**src/rtl/morse_tx_sequencer.sv**
```systemverilog
// Morse sequencer: takes one ASCII char per handshake, fetches its on/off pattern from the LUT, and keys it LSB-first.
// Latency: transfer at edge k -> sel at k, first mark unit after k+1, char_ready again after k+1+(nbits+gap)*UNIT_CYCLES.
// Backpressure: char_ready only in IDLE; char_valid while busy is ignored (no buffering). Option MORSE_TONE_EN adds tone_out.
module morse_tx_sequencer #(
    parameter int UNIT_CYCLES = 5_000_000,
    parameter int CHAR_GAP    = 3,
    parameter int WORD_GAP    = 4,
    parameter int TONE_HALF   = 25_000
) (
    input  logic        clk,
    input  logic        reset,
    input  logic        char_valid,
    input  logic [6:0]  char_data,
    output logic        char_ready,
    output logic [6:0]  sel,
    input  logic [21:0] pattern,
    output logic        morse_out,
    output logic        busy
`ifdef MORSE_TONE_EN
    , output logic      tone_out
`endif
);

    localparam int UW = $clog2(UNIT_CYCLES);
    localparam logic [UW-1:0] UNIT_LAST = UW'(UNIT_CYCLES - 1);

    // Reject parameter values the counters cannot represent.
    if (UNIT_CYCLES < 2 || TONE_HALF < 1 || CHAR_GAP < 1 || CHAR_GAP > 7 ||
        WORD_GAP < 1 || WORD_GAP > 7) begin : g_bad_param
        $error("morse_tx_sequencer: illegal parameter value");
    end

    typedef enum logic [1:0] {IDLE, LOAD, SEND, GAP} state_t;

    state_t          state;
    logic [UW-1:0]   unit_cnt;
    logic [2:0]      gap_cnt;
    logic [21:0]     shreg;
    logic            unit_end;

    assign unit_end   = (unit_cnt == UNIT_LAST);
    assign char_ready = (state == IDLE);
    assign busy       = ~char_ready;

    // Main sequencer: accept, capture LUT pattern, shift one bit per unit, then pad with gap units.
    always_ff @(posedge clk) begin
        if (reset) begin
            state     <= IDLE;
            sel       <= '0;
            morse_out <= 1'b0;
            unit_cnt  <= '0;
            gap_cnt   <= '0;
            shreg     <= '0;
        end else begin
            case (state)
                IDLE: begin
                    if (char_valid) begin
                        sel   <= char_data;
                        state <= LOAD;
                    end
                end
                LOAD: begin
                    shreg    <= pattern;
                    unit_cnt <= '0;
                    if (pattern != '0) begin
                        state     <= SEND;
                        morse_out <= pattern[0];
                    end else begin
                        // Space and unmapped codes: a bare word gap.
                        state     <= GAP;
                        gap_cnt   <= 3'(WORD_GAP);
                        morse_out <= 1'b0;
                    end
                end
                SEND: begin
                    if (unit_end) begin
                        unit_cnt <= '0;
                        shreg    <= shreg >> 1;
                        // Highest set bit is the last element of the char.
                        if (shreg[21:1] == '0) begin
                            state     <= GAP;
                            gap_cnt   <= 3'(CHAR_GAP);
                            morse_out <= 1'b0;
                        end else begin
                            morse_out <= shreg[1];
                        end
                    end else begin
                        unit_cnt <= unit_cnt + UW'(1);
                    end
                end
                GAP: begin
                    morse_out <= 1'b0;
                    if (unit_end) begin
                        unit_cnt <= '0;
                        gap_cnt  <= gap_cnt - 3'd1;
                        if (gap_cnt == 3'd1) begin
                            state <= IDLE;
                        end
                    end else begin
                        unit_cnt <= unit_cnt + UW'(1);
                    end
                end
                default: state <= IDLE;
            endcase
        end
    end

`ifdef MORSE_TONE_EN
    localparam int TW = (TONE_HALF > 1) ? $clog2(TONE_HALF) : 1;
    localparam logic [TW-1:0] TONE_LAST = TW'(TONE_HALF - 1);

    logic [TW-1:0] tone_cnt;

    // Square wave keyed by morse_out; held at zero between marks so each mark starts in the low phase.
    always_ff @(posedge clk) begin
        if (reset || !morse_out) begin
            tone_cnt <= '0;
            tone_out <= 1'b0;
        end else if (tone_cnt == TONE_LAST) begin
            tone_cnt <= '0;
            tone_out <= ~tone_out;
        end else begin
            tone_cnt <= tone_cnt + TW'(1);
        end
    end
`endif

endmodule

```
**config.mk**
```make
export PLATFORM = sky130hd
export DESIGN_NAME = morse_tx_sequencer
export DESIGN_NICKNAME = d
export VERILOG_FILES = /design/src/rtl/morse_tx_sequencer.sv
export SDC_FILE = /design/constraint.sdc
export NUM_CORES = 1
export LEC_CHECK = 0
export CORE_MARGIN = 2
export CORE_UTILIZATION = 58
export CTS_CLUSTER_DIAMETER = 40
export DETAILED_ROUTE_END_ITERATION = 8
export PLACE_DENSITY = 0.87
export REMOVE_ABC_BUFFERS = 1
export SYNTH_ARGS = -nofsm -noshare
export SYNTH_HDL_FRONTEND = slang
export SYNTH_SLANG_ARGS = --single-unit
```
**constraint.sdc**
```tcl
create_clock -name clk -period 3.2 [get_ports clk]
set_input_delay 0.64 -clock clk [delete_from_list [all_inputs] [get_ports clk]]
set_output_delay 0.64 -clock clk [all_outputs]
set_load 0.01 [all_outputs]
```
==> run metrics <==
Post-synth top flop dfxtp_1; largest net degree at the start of global routing 42; Mapped Cells 318; Yosys top cell area share 39.65%; number of global-route vias before repair 2204; fin cells 429; max-cap violations 0; Core ar. 0.004755 mm²; I/O Buffers 41; multi-input logic area 0.001604 mm²; fill count 342; CTS Buf Count 9; CP cell instances inv_1, ha_1, inv_1, clkdlybuf4s50_1; Initial DRC Count 197; Die W 74.44 µm; CTS Hold Bufs 0; Critical Path AT 1.88 ns; reg-to-reg slack, setup 0.85 ns; worst r2r dst unit_cnt[12]; register area share after synthesis 39.65%; CTS Root Buffer Type clkbuf_8; Tightest Pin Transition 0.6277 ns; most common cell in the netlist dfxtp_1; # DRC 0; Lkg Pwr 1.174 nW; drt pass-1 iters 4; power density cells 795.9 mW/mm²; maximum clock path buffer count 2; Tot GR Track Use 23.55%; RSZ-0062 raised after global routing false; HP Start sel[6]; full die area 0.005541 mm²; via count 2459; initial antenna violation count 0; CTS tree done; Distinct cells, synth 49; Vias/cell 5.732; crit path launch type flip-flop; Area Growth Syn to Fin 23.04%; outcome finished clean; HPWL after DPL 4.303 mm; hold path depth 2; FP Rows 25; Post-synth EDFFs 0; GPL Wtd Cong 0.8304; Syn Area/Cell 9.050 µm²; VDD IR max 432.3 µV; Max Fclk 397.1 MHz; most frequent cell on the critical path inv_1; Required @ worst endpoint 2.56 ns; Tmin final 2.518 ns; worst skew pair latency 0.34 ns; starting density of the core 60.53%; register area 0.001141 mm²; Seq cells post-synth 57; Antenna Nets Post-Route 0; Top Ports 42; Crit. End Element output port; mapped cell area 0.002878 mm²; clock skew 0.008437 ns; largest cells by area after synthesis dfxtp_1 40%, mux2i_1 7.3%, nor2_1 6.8%; Largest stage delay, worst path 0.55 ns; Critical Path Fanout Max 10; CTS sink count 57; Yosys Warn Count 0; WS Path Type reg -> out; Rel. slew slack 57.81%; R2R Path Start state[0]; grt ovf 0; Worst Reg-to-Reg Cells 6; Setup-failing EPs final 0; Worst-path clk slew 0.07 ns; Die Height 74.44 µm; Post-synth top cells 57 x dfxtp_1, 52 x nor2_1, 21 x mux2i_1; drt wl/cell 14.51 µm; CTS resizes 0; final worst-path cycle share 78.69%; diodes inserted 0; WL final 6.223 mm; Synth area leader dfxtp_1; Post-CTS Setup Bufs 0; Hold/Removal Path Class reg -> reg; H-tree depth 3; ys async rst share 0%; Worst path slowest cell clkdlybuf4s50_1; nets@finish 397; Final Hold Viols 0; DP Cell Count 413; Pins Over Slew Limit 0; first-pass GRT wire length 9.956 mm; share of post-route cells with drive strength above 1 11.05%; Hold EP sel[6]; Total Power 0.002818 W
[where the power goes]
group	internal (W)	leakage [nW]	switching (W)
sequential	0.000869	0.465	0.000127
combinational	0.000477	0.611	0.000611
clock	0.000436	0.0975	0.000298
[layout by cell type, fill, tap and decap left out, types with 5 or more instances in the layout]
cell type         n
a211oi_1         10
nand3_1          10
ha_1              8
dfxtp_1          57
nor4_1           13
xnor2_1          12
nand2_1          17
nand4_1           8
clkbuf_8          9
clkdlybuf4s50_1  41
xor2_1            9
a211oi_2         10
a21oi_1          12
mux2i_1          21
inv_1            14
nor2_1           52
nor3_1            5
[routing by layer]
layer  track usage [%]  vias up  share of wire, %
li1                  -     1229                 -
met1             31.49     1159                46
met2             36.28       62                46
met3             6.911        9               6.0
met4             8.532        0               1.2
met5                 0        -                 0
[metrics by stage]
step                      utilization [%]  setup slack (ns)  hold slack [ns]  TNS, ns  instance area [µm²]
after floorplan                         -           -0.5893           0.4745   -11.21                 2789
after global placement              69.87            0.7741           0.4442        0                 3322
after detailed placement            69.87            0.6891           0.4469        0                 3322
after CTS                           74.47            0.6596           0.4563        0                 3541
after global routing                74.47            0.5405           0.4763        0                 3541
final                               74.47            0.6820           0.4561        0                 3541
[kinds of logic (layout without fill, tap and decap cells)]
family / Yosys count / in the layout / share of synthesized area, %
buf+inv: 31 / 75 / 4.913
compound gates: 53 / 53 / 15.65
flops: 57 / 57 / 39.65
xor+xnor: 21 / 21 / 6.391
simple gates: 127 / 127 / 22.61
mux: 21 / 21 / 7.304
fa+ha+maj: 8 / 8 / 3.478
[worst max-delay path by stage]
stage,from,end,slack [ns],depth (start not counted)
floorplan,state[0],shreg[21],-0.59,6
global placement,pattern[3],gap_cnt[2],0.77,6
detailed placement,pattern[16],gap_cnt[2],0.69,6
CTS,state[0],busy,0.66,4
global route,state[0],busy,0.54,4
finish,state[0],busy,0.68,4
[sequential cells by signal (all words and copies together), names as in the netlist]
register   flops
morse_out      1
unit_cnt      23
sel            7
shreg         21
state          2
gap_cnt        3
[worst max-delay path, delay by kind of cell, from the launching register on]
family	cells	cell delay, ns
buffers and inverters	3	0.78
adders and majority gates	1	0.33
DFF	1	0.42
[final cells by class]
cell class	count	share of cell area, %
clock buffer	9	3.498
clock inverter	7	2.686
inverter	14	1.484
multi-input combinational	230	45.30
sequential	57	32.23
tap	67	2.367
timing repair buffer	45	12.44
Note: power is estimated with default switching activity, not from simulation.
